[src/rtl/pulse_window_counter.sv]
// Purpose : counts detector pulses over fixed WINDOW-cycle windows and reports each completed window's count plus a threshold flag.
// Latency : a window starts on the edge that samples en high in IDLE; count_valid is high in the cycle after the WINDOW-th following edge, so reports repeat every WINDOW+1 cycles.
// Backpres: none; pulses are never stalled; dropping en discards the partial window, and pulses in IDLE or REPORT are ignored.
//
// Ports:
//   clk          single clock, all state updates on posedge
//   reset        synchronous active-high reset, dominates en and pulse
//   en           starts and sustains windowed counting
//   pulse        event input, one event per cycle it is high
//   count        count of the last completed window (held between reports)
//   count_valid  one-cycle strobe, count/over are new in this cycle
//   over         last completed window count >= THRESH (held between reports)
module pulse_window_counter #(
    parameter int WINDOW = 16,
    parameter int CW     = 8,
    parameter int THRESH = 3
) (
    input  logic          clk,
    input  logic          reset,
    input  logic          en,
    input  logic          pulse,
    output logic [CW-1:0] count,
    output logic          count_valid,
    output logic          over
);

    localparam int            WW       = $clog2(WINDOW);
    localparam logic [WW-1:0] WLAST    = WW'(WINDOW - 1);
    localparam logic [CW-1:0] ACC_MAX  = {CW{1'b1}};
    localparam logic [CW-1:0] THRESH_C = CW'(THRESH);

    typedef enum logic [1:0] {
        IDLE   = 2'd0,
        COUNT  = 2'd1,
        REPORT = 2'd2
    } state_t;

    state_t        state_q, state_d;
    logic [WW-1:0] wcnt_q,  wcnt_d;
    logic [CW-1:0] acc_q,   acc_d;
    logic [CW-1:0] count_q, count_d;
    logic          over_q,  over_d;
    logic          vld_q,   vld_d;

    // Accumulator including this cycle's pulse; saturates at all-ones so a
    // burst of pulses can never wrap the count back to a small value.
    logic [CW-1:0] acc_inc;
    assign acc_inc = (pulse && (acc_q != ACC_MAX)) ? (acc_q + CW'(1)) : acc_q;

    always_comb begin
        state_d = state_q;
        wcnt_d  = wcnt_q;
        acc_d   = acc_q;
        count_d = count_q;
        over_d  = over_q;
        vld_d   = 1'b0;
        case (state_q)
            IDLE: begin
                acc_d  = '0;
                wcnt_d = '0;
                if (en) begin
                    state_d = COUNT;
                end
            end
            COUNT: begin
                if (!en) begin
                    // Partial window is thrown away; report registers keep
                    // the last completed window.
                    state_d = IDLE;
                    acc_d   = '0;
                    wcnt_d  = '0;
                end else if (wcnt_q == WLAST) begin
                    // Final cycle of the window: its pulse is part of the report.
                    state_d = REPORT;
                    acc_d   = '0;
                    wcnt_d  = '0;
                    count_d = acc_inc;
                    over_d  = (acc_inc >= THRESH_C);
                    vld_d   = 1'b1;
                end else begin
                    acc_d  = acc_inc;
                    wcnt_d = wcnt_q + WW'(1);
                end
            end
            REPORT: begin
                // Pulses in the report cycle belong to no window.
                acc_d   = '0;
                wcnt_d  = '0;
                state_d = en ? COUNT : IDLE;
            end
            default: begin
                state_d = IDLE;
                acc_d   = '0;
                wcnt_d  = '0;
            end
        endcase
    end

    always_ff @(posedge clk) begin
        if (reset) begin
            state_q <= IDLE;
            wcnt_q  <= '0;
            acc_q   <= '0;
            count_q <= '0;
            over_q  <= 1'b0;
            vld_q   <= 1'b0;
        end else begin
            state_q <= state_d;
            wcnt_q  <= wcnt_d;
            acc_q   <= acc_d;
            count_q <= count_d;
            over_q  <= over_d;
            vld_q   <= vld_d;
        end
    end

    assign count       = count_q;
    assign count_valid = vld_q;
    assign over        = over_q;

endmodule
[config.mk]
export PLATFORM = sky130hd
export DESIGN_NAME = pulse_window_counter
export DESIGN_NICKNAME = d
export VERILOG_FILES = /design/src/rtl/pulse_window_counter.sv
export SDC_FILE = /design/constraint.sdc
export NUM_CORES = 1
export LEC_CHECK = 0
export CAP_MARGIN = 15
export CORE_MARGIN = 2
export CORE_UTILIZATION = 57
export DETAILED_ROUTE_END_ITERATION = 16
export PLACE_DENSITY_LB_ADDON = 0.12
export SLEW_MARGIN = 5
export SYNTH_ARGS = -nofsm -noshare
export SYNTH_HDL_FRONTEND = slang
export SYNTH_SLANG_ARGS = --single-unit
export TNS_END_PERCENT = 50
[constraint.sdc]
create_clock -name clk -period 3.6 [get_ports clk]
set_input_delay 0.9 -clock clk [delete_from_list [all_inputs] [get_ports clk]]
set_output_delay 0.9 -clock clk [all_outputs]
set_load 0.05 [all_outputs]
# ---- Word level (Yosys, flattened, before mapping)
# Cells that the tools add are included.
dict set report word_totals {
  register_bits 24
  output_inout_bits 10
  wordCells 30
  in_bits 4
}
dict set report classes {
  muxes 7
  n_reduce_logical 6
  magnitude_cmp 1
  n_bitwise 2
  addsub 2
  eq_ne 6
}
# operator n
set ops {}
lappend ops {{$add A8 B1 Y8 const B} 1}
lappend ops {{$ge A8 B2 Y1 const B} 1}
lappend ops {{$mux W8} 1}
lappend ops {{$ne A8 B8 Y1 const B} 1}
lappend ops {{$mux W2} 3}
lappend ops {{$pmux W2 S3} 1}
lappend ops {{$add A4 B1 Y4 const B} 1}
lappend ops {{$eq A4 B4 Y1 const B} 1}
lappend ops {{$reduce_or A4 Y1} 1}
lappend ops {{$ne A3 B3 Y1 const B} 1}
lappend ops {{$reduce_and A3 Y1} 1}
lappend ops {{$reduce_or A3 Y1} 1}
lappend ops {{$eq A2 B1 Y1 const B} 1}
lappend ops {{$eq A2 B2 Y1 const B} 1}
lappend ops {{$logic_not A2 Y1} 1}
lappend ops {{$mux W1} 2}
lappend ops {{$ne A2 B2 Y1 const B} 1}
lappend ops {{$not A1 Y1} 2}
lappend ops {{$reduce_and A2 Y1} 1}
lappend ops {{$logic_and A1 B1 Y1} 1}

# ---- Longest topological paths before layout
dict set report logic_depth {
  ltp_word 4
  depth_mapped 6
  depth_no_buf 5
}

# ---- Worst setup path before layout
# Ideal clock, no wire load.
dict set report synth_path {
  kind {input -> register}
  start {input port reset}
  end {register state_q[0]}
  arrival_ns 1.678
  path_buffers 2
  setup_ns 0.126
  stages 5
  setup_slack_ns 1.797
  required_ns 3.474
  path_cell_list {buf_2 nand4bb_1 nand2b_1 buf_2 o21ai_0}
}
# element line_no
set synth_rtl {}
lappend synth_rtl {{from (decl)} 19} ;# input logic reset,
lappend synth_rtl {{to (signal assigned)} 108} ;# state_q <= state_d;
lappend synth_rtl {{to (decl)} 38} ;# state_t state_q, state_d;

==> metrics.md <==
| Metric | Value |
|---|---|
| Share of cells above drive strength 1 | `9.63%` |
| Netlist Area Pre-Place | `0.00112 sq mm` |
| Cell Rows | `16` |
| Clock Skew | `about 3.6 ps` |
| Syn avg cell area | `~9.0 sq um` |
| Wire length per cell | `about 13 um` |
| First-pass GRT wire length | `3790 um` |
| Post-CTS Resized | `0` |
| Initial core utilization | `about three fifths` |
| Initial DRT Pass Iterations | `4` |
| Routed Antenna Nets | `0` |
| Gpl congestion | `0.846` |
| Final period util | `around two thirds` |
| HP Class | `reg -> reg` |
| Fmax | `420 MHz` |
| Final hold violations | `0` |
| DRC | `0` |
| Hold WS | `463 ps` |
| MaxCap Viol Count | `0` |
| IO Count | `14` |
| RSZ-0062 raised after global routing | `false` |
| Post-synthesis instance total | `125` |
| Seq/Total Area, Yosys | `42.7%` |
| Vias in the first global route | `925` |
| Startpoint class of the critical path | `input port` |
| Synth Net Count | `131` |
| Clock root cell | `clkbuf_4` |
| Hold-fix buffers, CTS | `0` |
| Total track usage | `roughly a fifth` |
| WP data required | `3770 ps` |
| Rel. slew slack | `66.8%` |
| Core box area | `0.00190 sq mm` |
| Crit path capture type | `flip-flop` |
| Largest net degree at the start of global routing | `14` |
| CTS tree | `done` |
| Status | `finished clean` |
| CP Max Fanout | `12` |
| Final setup vio count | `0` |
| Initial antenna violation count | `0` |
| Crit path arrival time | `between 2000 and 3000 ps` |
| Power per Cell Area | `331 mW/mm^2` |
| Slew @ Worst Pin | `497 ps` |
| Chip Width | `between 40 and 50 um` |
| Yosys cell types | `40` |
| Clk Latency, worst-skew pair | `about 310 ps` |
| Clock Sinks | `24` |
| Seq cells post-synth | `24` |
| DRT iter0 DRCs | `14` |
| Max-slew violations | `0` |
| Port buffer count | `13` |
| Remaining Overflow, GRT | `0` |
| Final min period | `around 2400 ps` |
| Area Growth Syn to Fin | `13.3%` |
| Maximum clock insertion buffer count | `2` |
| NumNets Final | `142` |
| Routed WL | `roughly 2100 um` |
| Ys Warns | `0` |
| Via Count | `roughly 930` |
| Post-CTS Setup Inserts | `0` |
| Die footprint | `0.00234 sq mm` |
| CTS H-Tree Depth | `1` |
| CTS buffer count | `3` |
| Maximum vdd drop | `283 uV` |
| Dpl hpwl | `1500 um` |
| Die height | `48.4 um` |
| Leak Pwr | `0.426 nW` |
| Worst-path clk slew | `~120 ps` |
| Antenna cells | `0` |
| Vias per cell | `about 5.7` |
| Setup TNS | `0 ps` |
| Critical Setup Path Class | `in -> reg` |
[report_power, final]
group	internal (mW)	leakage (nW)	switching [mW]
logic	0.00592	0.211	0.00860
registers	0.267	0.194	0.00138
clock network	0.0617	0.0210	0.0771
[kinds of logic (layout without fill, tap and decap cells)]
kind of cell / count (synthesis) / after routing / synth area share [%]
AND/OR/NAND/NOR: 52 / 52 / 24.8
AO/OA/AOI/OAI: 31 / 31 / 19.8
flip-flops: 24 / 24 / 42.7
buffers and inverters: 10 / 20 / 5.45
XOR/XNOR: 4 / 4 / 3.12
adder cells (fa/ha/maj): 2 / 2 / 2.22
multiplexers: 2 / 2 / 1.89
[metrics by stage]
step / cells / power [mW] / utilization, % / cell area (sq um) / setup WS, ps
floorplan: 125 / 0.282 / - / 1120 / 1800
global placement: 158 / 0.288 / 65.1 / 1240 / 1010
detailed placement: 158 / 0.289 / 65.1 / 1240 / 919
CTS: 162 / 0.423 / 67.0 / 1270 / 1220
global route: 162 / 0.436 / 67.0 / 1270 / 1110
finish: 162 / 0.422 / 67.0 / 1270 / 1220
[placed cells by master, fill, tap and decap left out, types with 2 or more instances in the layout]
cell,synthesis,layout
ha_1,2,2
o211ai_1,4,4
and3_1,4,4
inv_1,3,3
nor2_1,14,14
nand2b_1,2,2
a21oi_1,8,8
xor2_1,2,2
clkbuf_4,0,3
nand3_1,4,4
a21oi_2,2,2
clkdlybuf4s50_1,0,13
and2_1,5,5
o21ai_0,5,5
a211oi_1,2,2
nand4_1,5,5
nand2_1,10,10
xnor2_1,2,2
dfxtp_1,24,24
[cells in the mapped netlist]
library cell  count  area, sq um
and2_1            5         31.3
nand3_1           4         20.0
ha_1              2         25.0
inv_1             3         11.3
mux2i_1           1         10.0
a211o_1           1         8.76
o21ai_0           5         25.0
o21ai_2           1         8.76
nand2b_1          2         12.5
nand3b_1          1         7.51
and4b_1           1         10.0
a21oi_2           2         17.5
o21bai_2          1         11.3
buf_4             1         7.51
xor2_1            2         17.5
nand4_1           5         31.3
and3_1            4         25.0
a221o_1           1         10.0
and4_1            1         8.76
a21o_1            1         7.51
nor3b_1           1         7.51
a31o_2            1         8.76
buf_6             2         22.5
dfxtp_1          24          480
a211oi_1          2         15.0
a41oi_1           1         8.76
xnor2_1           2         17.5
o211ai_1          4         30.0
buf_2             4         20.0
a211oi_2          1         12.5
a2111oi_1         1         10.0
nand4bb_1         1         11.3
mux2_2            1         11.3
and3_2            1         7.51
o2111ai_1         1         8.76
nand3_2           1         10.0
nor2b_1           1         6.26
a21oi_1           8         40.0
nand2_1          10         37.5
nor2_1           14         52.6
[registers in the layout, indices dropped and copies added (netlist names)]
register,count
acc_q,8
count,8
count_valid,1
over,1
state_q,2
wcnt_q,4
[layout make-up]
type | count | area, sq um
multi-input combinational | 91 | 583
inverter | 3 | 11.3
timing repair buffer | 13 | 130
tap | 27 | 33.8
clock buffer | 4 | 36.3
sequential | 24 | 480
fill | 158 | 627
[worst paths after layout]
| path | startpoint | endpoint | slack, ps | depth (start not counted) |
|---|---|---|---|---|
| worst max-delay path | reset | state_q[0]$_SDFFE_PP0P_ | 1220 | 4 |
| worst min-delay path | count[3]$_SDFFE_PP0P_ | count[3]$_SDFFE_PP0P_ | 460 | 2 |
| worst max register to register | acc_q[0]$_SDFF_PP0_ | over$_SDFFE_PP0P_ | 1790 | 5 |
| worst min register to register | count[3]$_SDFFE_PP0P_ | count[3]$_SDFFE_PP0P_ | 460 | 2 |
[routing by layer]
layer	up-vias	share of wire, %	track usage (%)
met5	-	0	0
met4	0	0.91	6.19
met3	4	5.3	2.78
met2	20	51	37.3
met1	438	43	23.6
li1	469	-	-
[worst max-delay path: stages]
cell and delay [ps]:
clkdlybuf4s50_1 780, nand4bb_1 260, nand2b_1 440, o21ai_0 180
No activity file was read; power rests on OpenSTA's default activity.
